==> src/rtl/elevator_ctrl_scan.sv <==
// SCAN elevator controller: latches floor calls, sweeps in one direction
// before reversing, times travel per floor and door dwell internally.
module elevator_ctrl_scan #(
    parameter int FLOORS     = 8,
    parameter int TRAVEL_CYC = 4,
    parameter int DOOR_CYC   = 6,
    localparam int FW        = $clog2(FLOORS)
) (
    input  logic              clk,
    input  logic              rst,
    input  logic [FLOORS-1:0] req,
    input  logic              inopen,
    input  logic              inclose,
    output logic              up,
    output logic              down,
    output logic              open,
    output logic              close,
    output logic [FW-1:0]     floor,
    output logic [FLOORS-1:0] pending,
    output logic              idle
);

    localparam int TW = (TRAVEL_CYC > 1) ? $clog2(TRAVEL_CYC) : 1;
    localparam int DW = (DOOR_CYC > 1) ? $clog2(DOOR_CYC) : 1;
    localparam logic [TW-1:0] TLAST = TW'(TRAVEL_CYC - 1);
    localparam logic [DW-1:0] DLAST = DW'(DOOR_CYC - 1);
    localparam logic [FW-1:0] FTOP  = FW'(FLOORS - 1);
    localparam logic          DIR_UP = 1'b1;

    typedef enum logic [1:0] {
        S_IDLE,
        S_MOVE,
        S_OPEN
    } state_t;

    state_t            state_q, state_d;
    logic              dir_q, dir_d;
    logic [TW-1:0]     tcnt_q, tcnt_d;
    logic [DW-1:0]     dcnt_q, dcnt_d;
    logic [FW-1:0]     floor_q, floor_d;
    logic [FLOORS-1:0] pending_q, pending_d;
    logic              up_q, up_d;
    logic              down_q, down_d;
    logic              open_q, open_d;
    logic              close_q, close_d;
    logic              idle_q, idle_d;

    logic              ahead, behind, beyond;
    logic [FW-1:0]     nfloor;

    function automatic logic any_above(input logic [FLOORS-1:0] p,
                                       input logic [FW-1:0] f);
        logic r;
        r = 1'b0;
        for (int i = 0; i < FLOORS; i++) begin
            if (i > int'(f) && p[i]) r = 1'b1;
        end
        return r;
    endfunction

    function automatic logic any_below(input logic [FLOORS-1:0] p,
                                       input logic [FW-1:0] f);
        logic r;
        r = 1'b0;
        for (int i = 0; i < FLOORS; i++) begin
            if (i < int'(f) && p[i]) r = 1'b1;
        end
        return r;
    endfunction

    always_comb begin
        state_d   = state_q;
        dir_d     = dir_q;
        floor_d   = floor_q;
        tcnt_d    = '0;
        dcnt_d    = '0;
        pending_d = pending_q | req;

        if (dir_q == DIR_UP) begin
            ahead  = any_above(pending_q, floor_q);
            behind = any_below(pending_q, floor_q);
            nfloor = (floor_q == FTOP) ? floor_q : floor_q + 1'b1;
            beyond = any_above(pending_q, nfloor);
        end else begin
            ahead  = any_below(pending_q, floor_q);
            behind = any_above(pending_q, floor_q);
            nfloor = (floor_q == '0) ? floor_q : floor_q - 1'b1;
            beyond = any_below(pending_q, nfloor);
        end

        case (state_q)
            S_IDLE: begin
                if (pending_q[floor_q] || inopen) begin
                    state_d = S_OPEN;
                end else if (ahead) begin
                    state_d = S_MOVE;
                end else if (behind) begin
                    state_d = S_MOVE;
                    dir_d   = ~dir_q;
                end
            end
            S_MOVE: begin
                if (tcnt_q == TLAST) begin
                    floor_d = nfloor;
                    if (pending_q[nfloor]) begin
                        state_d = S_OPEN;
                    end else if (!beyond) begin
                        state_d = S_IDLE;
                    end
                end else begin
                    tcnt_d = tcnt_q + 1'b1;
                end
            end
            S_OPEN: begin
                // a fresh call for this landing holds the door like inopen
                if (inopen || req[floor_q]) begin
                    dcnt_d = '0;
                end else if (inclose || dcnt_q == DLAST) begin
                    state_d = S_IDLE;
                end else begin
                    dcnt_d = dcnt_q + 1'b1;
                end
            end
            default: state_d = S_IDLE;
        endcase

        if (state_d == S_OPEN) pending_d[floor_d] = 1'b0;

        up_d    = (state_d == S_MOVE) && (dir_d == DIR_UP);
        down_d  = (state_d == S_MOVE) && (dir_d != DIR_UP);
        open_d  = (state_d == S_OPEN);
        close_d = (state_d != S_OPEN);
        idle_d  = (state_d == S_IDLE) && (pending_d == '0);
    end

    always_ff @(posedge clk) begin
        if (rst) begin
            state_q   <= S_IDLE;
            dir_q     <= DIR_UP;
            tcnt_q    <= '0;
            dcnt_q    <= '0;
            floor_q   <= '0;
            pending_q <= '0;
            up_q      <= 1'b0;
            down_q    <= 1'b0;
            open_q    <= 1'b0;
            close_q   <= 1'b1;
            idle_q    <= 1'b1;
        end else begin
            state_q   <= state_d;
            dir_q     <= dir_d;
            tcnt_q    <= tcnt_d;
            dcnt_q    <= dcnt_d;
            floor_q   <= floor_d;
            pending_q <= pending_d;
            up_q      <= up_d;
            down_q    <= down_d;
            open_q    <= open_d;
            close_q   <= close_d;
            idle_q    <= idle_d;
        end
    end

    assign up      = up_q;
    assign down    = down_q;
    assign open    = open_q;
    assign close   = close_q;
    assign floor   = floor_q;
    assign pending = pending_q;
    assign idle    = idle_q;

endmodule

==> config.mk <==
export PLATFORM = sky130hd
export DESIGN_NAME = elevator_ctrl_scan
export DESIGN_NICKNAME = d
export VERILOG_FILES = /design/src/rtl/elevator_ctrl_scan.sv
export SDC_FILE = /design/constraint.sdc
export NUM_CORES = 1
export LEC_CHECK = 0
export BUFFER_PORTS_ARGS = -buffer_cell sky130_fd_sc_hd__buf_4
export CORE_MARGIN = 5
export CORE_UTILIZATION = 55
export CTS_CLUSTER_SIZE = 30
export DETAILED_ROUTE_END_ITERATION = 10
export PLACE_DENSITY_LB_ADDON = 0.25
export SETUP_SLACK_MARGIN = 0.15
export SYNTH_ARGS = -nofsm -noshare
export SYNTH_HDL_FRONTEND = slang
export SYNTH_SLANG_ARGS = --single-unit
==> constraint.sdc <==
create_clock -name clk -period 4.6 [get_ports clk]
set_input_delay 0.46 -clock clk [delete_from_list [all_inputs] [get_ports clk]]
set_output_delay 0.46 -clock clk [all_outputs]
set_load 0.01 [all_outputs]
==> impl_metrics.yaml <==
timing:
  fmax_mhz: 320.6
  fin_crit_ns: 3.119
  period_share: 0.6780
  relSlewSlack: 0.4385
  setup_tns_ns: 0
  slew_violations: 0
  grt_setup_unrepaired: "false"
  clock_skew_ns: 0.001420
  worstMarginPinSlew_ns: 0.8411
  hold_viol: 0
  finalSetupViolations: 0
floorplan:
  row_count: 21
  fp.dieH_um: 68.18
  core_area_um2: 3311
  start_util: 0.5624
  ios: 28
  die-area_um2: 4649
  die_width_um: 68.18
yosys:
  synth-compound-area-share: 0.2621
  ys.flop_type: "dfxtp_1"
  synth-seq-cells: 24
  synth_top_area_frac: 0.2581
  yosysSeqAreaShare: 0.2581
  yosysWarnings: 0
  synthTopCellsByCount: "nor2_1 (28), dfxtp_1 (24), a21oi_1 (17)"
  yosys.area_share.adder: 0.05376
  syn_nets: 261
  synthArstFlopShare: 0
  synthXorXnorAreaFrac: 0.01411
  synth_mux_area_frac: 0.04973
  synth-edff-count: 0
  synth_top_family_by_area: "simple AND/OR/NAND/NOR gates"
  synth_area_um2: 1862
  syn_avg_cell_area_um2: 7.725
  yosysMostFrequentCell: "nor2_1"
  synthCells: 241
  synth_largest_area_cell: "dfxtp_1"
  synth-simple-area-share: 0.2944
  synthDistinctLibCells: 54
  yosys-top-cells-area: "dfxtp_1 (26%), nor2_1 (5.6%), ha_1 (5.4%)"
route:
  drc_errors: 0
  wirelength_um: 5255
  avgViaCountPerCell: 6.456
  wl_per_cell_um: 17.23
  antenna_left: 0
  drt_iter0_drc: 301
  dr.pass1.iters: 5
  num_vias: 1969
grt:
  grt_max_degree: 26
  antenna_found_initial: 0
  grt.total_usage: 0.2422
  grt_pass1_vias: 1826
  grt_first_pass_wirelength_um: 8473
  grt_overflow: 0
status:
  outcome: "finished, final reports clean"
power_and_ir_drop:
  power_uw: 496.7
  ir_drop_v: 0.0001552
  pwr_density_cell_nw_per_um2: 235.2
  leakage_nw: 0.8366
place:
  place.gp.congestion: 0.9191
  dp_hpwl_um: 3838
  portBuffers: 27
clock_network:
  postCtsSetupBuffers: 0
  clkLatencyLatePin_ns: 0.32
  clkSinkCount: 24
  cts_buffer_depth: 2
  numCtsBuffers: 3
  htree_levels: 1
  cts_resized: 0
  cts-root-buf: "clkbuf_4"
  cts.clk_slew.worst_paths_ns: 0.14
  ctsHoldBuffers: 0
  cts_tree: "built"
final_layout:
  drive_gt1_frac: 0.1776
  antenna_cells: 0
  nets: 280
  syn_to_final_growth_pct: 13.44
  fill_cells: 320
critical_path:
  cp_top_family: "simple AND/OR/NAND/NOR gates"
  worstPathArrival_ns: 3.36
  required_ns: 4.84
  crit_type: "reg2reg"
  cpPeakStageDelay_ns: 0.39
  startpoint_type: "register"
  path_max_fanout: 13
  critPathSlowestCell: "ha_1"
  crit_chain: "inv_1 -> ha_1 -> nor3b_1 -> nor4_2 -> nand2_1 -> nand4b_1 -> o2111ai_1 -> nor2_1 -> or2_2 -> o41ai_2"
  worst-path-buf-inv: 1
  end_kind: "register"
min_path:
  hp-class: "in2reg"
job:
  max_cap_violations: 0
metal layers:
| metal | vias to the layer above | wire [um] | part of all wire | track usage |
|---|---|---|---|---|
| met5 | - | 0 | 0 | 0 |
| met4 | 0 | 106 | 0.020 | 0.09429 |
| met3 | 16 | 454 | 0.086 | 0.05419 |
| met2 | 93 | 2454 | 0.47 | 0.3995 |
| met1 | 932 | 2240 | 0.43 | 0.3052 |
| li1 | 928 | - | - | - |
per-stage QoR:
| step | setup slack, ns | util | hold WS [ns] | std cells | instance area, um2 |
|---|---|---|---|---|---|
| 3_5_place_dp | 1.544 | 0.6221 | 0.4274 | 301 | 2059 |
| 4_1_cts | 1.519 | 0.6379 | 0.4246 | 305 | 2112 |
| 2_1_floorplan | 1.605 | - | 0.4065 | 241 | 1862 |
| 5_1_grt | 1.268 | 0.6379 | 0.4226 | 305 | 2112 |
| 3_3_place_gp | 1.632 | 0.6221 | 0.4218 | 301 | 2059 |
| 6_report | 1.481 | 0.6379 | 0.4209 | 305 | 2112 |
cell type report:
cell class              count  area (um2)  share of cell area
clock buffers               3       22.52             0.01066
well taps                  46       57.56             0.02725
clock inverters             1       30.03             0.01422
multi-input cells         189        1255              0.5942
inverters                  13       48.80             0.02310
flip-flops and latches     24       480.5              0.2275
repair buffers             29       217.7              0.1031
path summary, 6_finish.rpt:
path                            depth (start not counted)         end  slack, ns       from
worst max register to register                         10        idle       1.48   floor[0]
worst max-delay path                                   10        idle       1.48   floor[0]
worst min register to register                          1   tcnt_q[0]       0.44  tcnt_q[0]
worst min-delay path                                    3  pending[1]       0.42     req[1]
tightest hold or removal path, delay by kind of cell:
family	cells	cell delay (ns)
buffers and inverters	1	0.08
AND/OR/NAND/NOR	2	0.16
placed cells by master, fill, tap and decap left out, types with 5 or more instances in the layout:
cell | synthesis | layout
buf_4 | 0 | 29
mux2i_1 | 7 | 7
or2_2 | 5 | 5
ha_1 | 8 | 8
dfxtp_1 | 24 | 24
inv_1 | 13 | 13
nand3_1 | 10 | 10
nand2_1 | 15 | 15
nor3_1 | 8 | 8
a21oi_1 | 17 | 17
nor2_1 | 28 | 28
o22ai_1 | 8 | 8
o21ai_0 | 6 | 6
where the power goes:
| part | internal [mW] | total [mW] | leakage (nW) | switching [mW] |
|---|---|---|---|---|
| clock | 0.0881 | 0.155 | 0.0279 | 0.0669 |
| sequential | 0.221 | 0.243 | 0.198 | 0.0217 |
| combinational | 0.0486 | 0.0989 | 0.611 | 0.0503 |
| total | 0.358 | 0.497 | 0.837 | 0.139 |
logic make-up (layout without fill, tap and decap cells):
| group | count (synthesis) | after routing |
|---|---|---|
| AO/OA/AOI/OAI | 68 | 68 |
| buffers and inverters | 28 | 46 |
| multiplexers | 8 | 8 |
| adder cells (fa/ha/maj) | 8 | 8 |
| AND/OR/NAND/NOR | 102 | 102 |
| XOR/XNOR | 3 | 3 |
| flip-flops | 24 | 24 |
registers in the layout (all words and copies together), names as in the netlist, 2 cells and up:
name,flops
tcnt_q,2
state_q,2
floor,3
pending,8
dcnt_q,3
No activity file was read; power rests on OpenSTA's default activity.
